==> config.mk <==
export PLATFORM = sky130hd
export DESIGN_NAME = kernel_bank_loader
export DESIGN_NICKNAME = d
export VERILOG_FILES = /design/src/rtl/kernel_bank_loader.sv
export SDC_FILE = /design/constraint.sdc
export NUM_CORES = 2
export LEC_CHECK = 0
export ABC_CLOCK_PERIOD_IN_PS = 6900
export BUFFER_PORTS_ARGS = -buffer_cell sky130_fd_sc_hd__buf_2
export CORE_MARGIN = 2
export CORE_UTILIZATION = 62
export CTS_CLUSTER_DIAMETER = 120
export DETAILED_ROUTE_END_ITERATION = 16
export GPL_TIMING_DRIVEN = 0
export PLACE_DENSITY = 0.9
export RECOVER_POWER = 50
export SLEW_MARGIN = 30
export SYNTH_ARGS = -nofsm -noshare
export SYNTH_HDL_FRONTEND = slang
export SYNTH_SLANG_ARGS = --single-unit
==> constraint.sdc <==
create_clock -name iCLK -period 6.9 [get_ports iCLK]
set_clock_uncertainty 0.15 [all_clocks]
set_input_delay 1.38 -clock iCLK [delete_from_list [all_inputs] [get_ports iCLK]]
set_output_delay 1.38 -clock iCLK [all_outputs]
set_load 0.03 [all_outputs]
==> src/rtl/kernel_bank_loader.sv <==
// kernel_bank_loader: stages weights into a shadow bank, publishes them to the
// active bank on a checked commit, and buffers the pixel stream in a 2-entry FIFO.
module kernel_bank_loader #(
  parameter int unsigned DW     = 8,
  parameter int unsigned K_SIZE = 25,
  parameter int unsigned N_CH   = 4,
  parameter int unsigned AW     = (K_SIZE > 1) ? $clog2(K_SIZE) : 1,
  parameter int unsigned CW     = (N_CH > 1) ? $clog2(N_CH) : 1
) (
  input  logic                       iCLK,
  input  logic                       iRST,
  input  logic [DW-1:0]              iX,
  input  logic                       iValid,
  output logic                       oReady,
  output logic [DW-1:0]              oX,
  output logic                       oXValid,
  input  logic                       iXReady,
  input  logic [DW-1:0]              iW,
  input  logic                       iWren,
  input  logic                       iAuto,
  input  logic [CW-1:0]              iCH,
  input  logic [AW-1:0]              iADDR,
  input  logic                       iCommit,
  output logic [DW*K_SIZE*N_CH-1:0]  oKernel,
  output logic                       oLoadDone,
  output logic                       oCommitAck,
  output logic                       oErr
);

  localparam int unsigned NE = K_SIZE * N_CH;
  localparam int unsigned IW = (NE > 1) ? $clog2(NE) : 1;

  logic [DW-1:0] r_shadow [NE];
  logic [DW-1:0] r_active [NE];
  logic [NE-1:0] r_mask;
  logic [NE-1:0] w_mask_nxt;
  logic [CW-1:0] r_ptr_ch;
  logic [CW-1:0] w_ptr_ch_nxt;
  logic [CW-1:0] w_ch;
  logic [AW-1:0] r_ptr_tap;
  logic [AW-1:0] w_ptr_tap_nxt;
  logic [AW-1:0] w_tap;
  logic [IW-1:0] w_idx;
  logic          w_in_range;
  logic          w_wr_ok;
  logic          w_full;
  logic          w_commit_ok;
  logic          r_load_done;
  logic          r_commit_ack;
  logic          r_err;

  logic [DW-1:0] r_x0;
  logic [DW-1:0] r_x1;
  logic [1:0]    r_cnt;
  logic          w_push;
  logic          w_pop;

  // Write target decode, commit qualification and next mask / pointer.
  always_comb begin
    w_ch          = iAuto ? r_ptr_ch : iCH;
    w_tap         = iAuto ? r_ptr_tap : iADDR;
    w_in_range    = (32'(w_ch) < N_CH) && (32'(w_tap) < K_SIZE);
    w_idx         = IW'(32'(w_ch) * K_SIZE + 32'(w_tap));
    w_wr_ok       = iWren && w_in_range;
    w_full        = &r_mask;
    w_commit_ok   = iCommit && w_full;
    w_ptr_ch_nxt  = r_ptr_ch;
    w_ptr_tap_nxt = r_ptr_tap;
    // Commit clears the mask first so a same-cycle write re-marks its entry.
    w_mask_nxt    = w_commit_ok ? '0 : r_mask;
    if (w_wr_ok) begin
      w_mask_nxt[w_idx] = 1'b1;
    end
    if (w_commit_ok) begin
      w_ptr_ch_nxt  = '0;
      w_ptr_tap_nxt = '0;
    end else if (iWren && iAuto) begin
      if (32'(r_ptr_tap) == K_SIZE - 1) begin
        w_ptr_tap_nxt = '0;
        w_ptr_ch_nxt  = (32'(r_ptr_ch) == N_CH - 1) ? '0 : r_ptr_ch + CW'(1);
      end else begin
        w_ptr_tap_nxt = r_ptr_tap + AW'(1);
      end
    end
  end

  // Weight banks, mask, pointer and status pulses.
  always_ff @(posedge iCLK) begin
    if (iRST) begin
      for (int i = 0; i < int'(NE); i++) begin
        r_shadow[i] <= '0;
        r_active[i] <= '0;
      end
      r_mask       <= '0;
      r_ptr_ch     <= '0;
      r_ptr_tap    <= '0;
      r_load_done  <= 1'b0;
      r_commit_ack <= 1'b0;
      r_err        <= 1'b0;
    end else begin
      if (w_wr_ok) begin
        r_shadow[w_idx] <= iW;
      end
      if (w_commit_ok) begin
        r_active <= r_shadow;
      end
      r_mask       <= w_mask_nxt;
      r_ptr_ch     <= w_ptr_ch_nxt;
      r_ptr_tap    <= w_ptr_tap_nxt;
      r_load_done  <= &r_mask;
      r_commit_ack <= w_commit_ok;
      r_err        <= (iWren && !w_in_range) || (iCommit && !w_full);
    end
  end

  for (genvar g = 0; g < int'(NE); g++) begin : g_kernel
    assign oKernel[g*DW +: DW] = r_active[g];
  end

  assign oLoadDone  = r_load_done;
  assign oCommitAck = r_commit_ack;
  assign oErr       = r_err;

  // Pixel FIFO: r_x0 is the head and drives oX directly.
  assign oReady  = !iRST && (r_cnt != 2'd2);
  assign w_push  = iValid && oReady;
  assign w_pop   = (r_cnt != 2'd0) && iXReady;
  assign oXValid = (r_cnt != 2'd0);
  assign oX      = r_x0;

  always_ff @(posedge iCLK) begin
    if (iRST) begin
      r_x0  <= '0;
      r_x1  <= '0;
      r_cnt <= 2'd0;
    end else begin
      case (r_cnt)
        2'd0: begin
          if (w_push) begin
            r_x0  <= iX;
            r_cnt <= 2'd1;
          end
        end
        2'd1: begin
          case ({w_push, w_pop})
            2'b10: begin
              r_x1  <= iX;
              r_cnt <= 2'd2;
            end
            2'b01:   r_cnt <= 2'd0;
            2'b11:   r_x0  <= iX;
            default: r_cnt <= 2'd1;
          endcase
        end
        2'd2: begin
          if (w_pop) begin
            r_x0  <= r_x1;
            r_cnt <= 2'd1;
          end
        end
        default: r_cnt <= 2'd0;
      endcase
    end
  end

endmodule

==> impl_metrics.env <==
export IMPL_cts_buffers=168
export IMPL_cts_repair_resized=0
export IMPL_die_x_um=331
export IMPL_clockBufferDepth=3
export IMPL_p_comb_share_pct=3.7
export IMPL_timing_final_crit_share_pct=82.3
export IMPL_synthArstFlopShare_pct=0
export IMPL_drv_slew=0
export IMPL_ios=843
export IMPL_clk_latency_ns=0.77
export IMPL_cts_root_buf="clkbuf_16"
export IMPL_grtUsageMet3_pct=7.87
export IMPL_antenna_found_initial=17
export IMPL_setup_ws_ns=1.22
export IMPL_slew_headroom_pct=6.75
export IMPL_grt_pass1_wl_um=290000
export IMPL_internal_power_mw=15.7
export IMPL_cap_viol_max_count=0
export IMPL_synth_distinct_cells=54
export IMPL_hold_class="reg -> reg"
export IMPL_synth_nets=5933
export IMPL_cp_max_fo=10
export IMPL_viasPerCell=5.62
export IMPL_period_needed_ns=5.68
export IMPL_ys_warn_count=0
export IMPL_hold_viol=0
export IMPL_worst_ep_required_time_ns=5.37
export IMPL_busiest_layer="met2"
export IMPL_end_kind="output port"
export IMPL_placed_area_sq_um=72300
export IMPL_yosysMostFrequentCell="dfxtp_1"
export IMPL_grt_usage_pct=34.6
export IMPL_drive_gt1_share_pct=7.74
export IMPL_synth_seq_cells=1728
export IMPL_final_area_sq_um=77000
export IMPL_port_buffer_count=841
export IMPL_grt_overflow=0
export IMPL_area_growth_pct=16.1
export IMPL_path_class="in -> out"
export IMPL_setup_viol=0
export IMPL_power_share_clock_pct=46.6
export IMPL_final_nets=6944
export IMPL_power_mw=20.2
export IMPL_power_density_nw_per_um2=262
export IMPL_p_leak_nw=38.0
export IMPL_synth_top_area_share_pct=52.2
export IMPL_place_congestion=0.917
export IMPL_yosys_area_top_type="dfxtp_1"
export IMPL_fp_dieH_um=331
export IMPL_holdWs_ns=0.322
export IMPL_finalNonFillerCells=8435
export IMPL_grt_max_degree=17
export IMPL_yosys_top_cells_count="1728 x dfxtp_1, 1614 x mux2i_1, 1609 x nand2b_1, 299 x clkbuf_1, 105 x a21oi_1"
export IMPL_first_iter_violations=3343
export IMPL_dp_cells=8121
export IMPL_routedWlPerCell_um=23.3
export IMPL_num_rows=119
export IMPL_grt_pass1_vias=48331
export IMPL_p_switching_mw=4.49
export IMPL_place_hpwl_um=139000
export IMPL_worstSetupStartpointType="input pin"
export IMPL_fin_util_pct=72.8
export IMPL_dpl_worst_slack_ns=1.28
export IMPL_met2_usage_pct=56.2
export IMPL_synth_seq_area_share_pct=52.2
export IMPL_htreeDepth=4
export IMPL_syn_inst=5889
export IMPL_grt_util_met1_pct=41.5
export IMPL_postRouteAntennaNets=0
export IMPL_sw_frac_of_total_pct=22.2
export IMPL_vias=47383
export IMPL_tns_ns=0
export IMPL_rsz0062_at_grt="false"
export IMPL_syn_avg_cell_area_sq_um=11.3
export IMPL_core_area_sq_um=106000
export IMPL_fmax_ghz=0.176
export IMPL_synth_ff_type="dfxtp_1"
export IMPL_cts_setup_buffers=0
export IMPL_clkTransAtPathRegs_ns=0.07
export IMPL_fill_cells=7389
export IMPL_cp_arrival_ns=4.15
export IMPL_wl_um=197000
export IMPL_vdd_drop_max_v=0.000208
export IMPL_cts_hold_buf=0
export IMPL_p_seq_share_pct=49.7
export IMPL_status="finished clean"
export IMPL_synthTopCellsByArea="dfxtp_1 52%, mux2i_1 24%, nand2b_1 15%"
export IMPL_cts_tree="yes"
export IMPL_synth_edf_count=0
export IMPL_worstMarginPinSlew_ns=1.40
export IMPL_drc_errors=0
export IMPL_drt_first_pass_iters=7
export IMPL_cts_sinks=1728
export IMPL_syn_area_sq_um=66300
export IMPL_initial_core_util_pct=62.7
export IMPL_dieArea_sq_um=110000
==> layer usage <==
metal | vias to the layer above | routed length, um
met1 | 23272 | 78900
met3 | 602 | 13400
met5 | - | 9
li1 | 21847 | -
met4 | 2 | 14100
met2 | 1660 | 90200
==> placed cells by master, fill, tap and decap left out, types with 12 or more instances in the layout <==
cell type and count:
nand4_1 45, buf_2 131, clkbuf_8 45, nand2_8 16
clkinv_2 21, nor2_1 27, a211oi_1 13, nand2_2 14
clkbuf_1 1152, nand2_4 70, dfxtp_1 1728, nand2b_1 1609
nand2_1 24, mux2i_1 1614, clkbuf_16 171, o21ai_0 102
a21oi_1 105, ha_1 12
==> cell type report <==
cell class / instances / area, sq um / share of cell area, %
Multi-Input combinational cell: 3736 / 29900 / 38.8
Clock inverter: 50 / 642 / 0.834
Clock buffer: 260 / 5060 / 6.58
Sequential cell: 1728 / 34600 / 44.9
Buffer: 422 / 1840 / 2.38
Timing Repair Buffer: 841 / 3190 / 4.15
Inverter: 3 / 11.3 / 0.0146
Antenna cell: 4 / 10.0 / 0.0130
Tap cell: 1391 / 1740 / 2.26
==> critical path: stages <==
cell,delay (ns)
clkbuf_1,0.65
clkbuf_1,0.49
clkbuf_1,0.54
clkbuf_1,0.66
nor2_1,0.17
buf_2,0.23
==> power by group through the flow <==
| stage | clock [mW] | sequential, mW | combinational, mW |
|---|---|---|---|
| final | 9.40 | 10.0 | 0.750 |
| after global routing | 9.84 | 10.0 | 0.782 |
| after CTS | 9.44 | 10.0 | 0.740 |
| after detailed placement | 0 | 10.2 | 0.733 |
| after global placement | 0 | 10.2 | 0.723 |
| after floorplan | 0 | 10.3 | 0.487 |
==> cell families after synthesis <==
group                      Yosys count  share of synthesized area [%]
AOI/OAI and AO/OA                  238                           1.98
adders and majority gates           14                          0.287
muxes                             1621                           24.5
DFF                               1728                           52.2
and+or+nand+nor                   1858                           18.3
xor gates and xnor gates             5                         0.0773
buffers and inverters              425                           2.76
==> sequential cells by signal, indices dropped and copies added, names as in the netlist <==
name,flops
r_mask,100
oX,8
oLoadDone,1
r_shadow,800
oErr,1
oKernel,800
r_x1,8
r_ptr_tap,5
r_cnt,2
oCommitAck,1
r_ptr_ch,2
==> path summary, 6_finish.rpt <==
kind,from,to,slack [ns],cells past startpoint
max reg2reg,r_ptr_tap[1],r_shadow[773],3.09,9
max,iRST,oReady,1.22,6
min reg2reg,r_shadow[1],oKernel[793],0.32,2
min,r_shadow[1],oKernel[793],0.32,2
Note: power is estimated with default switching activity, not from simulation.
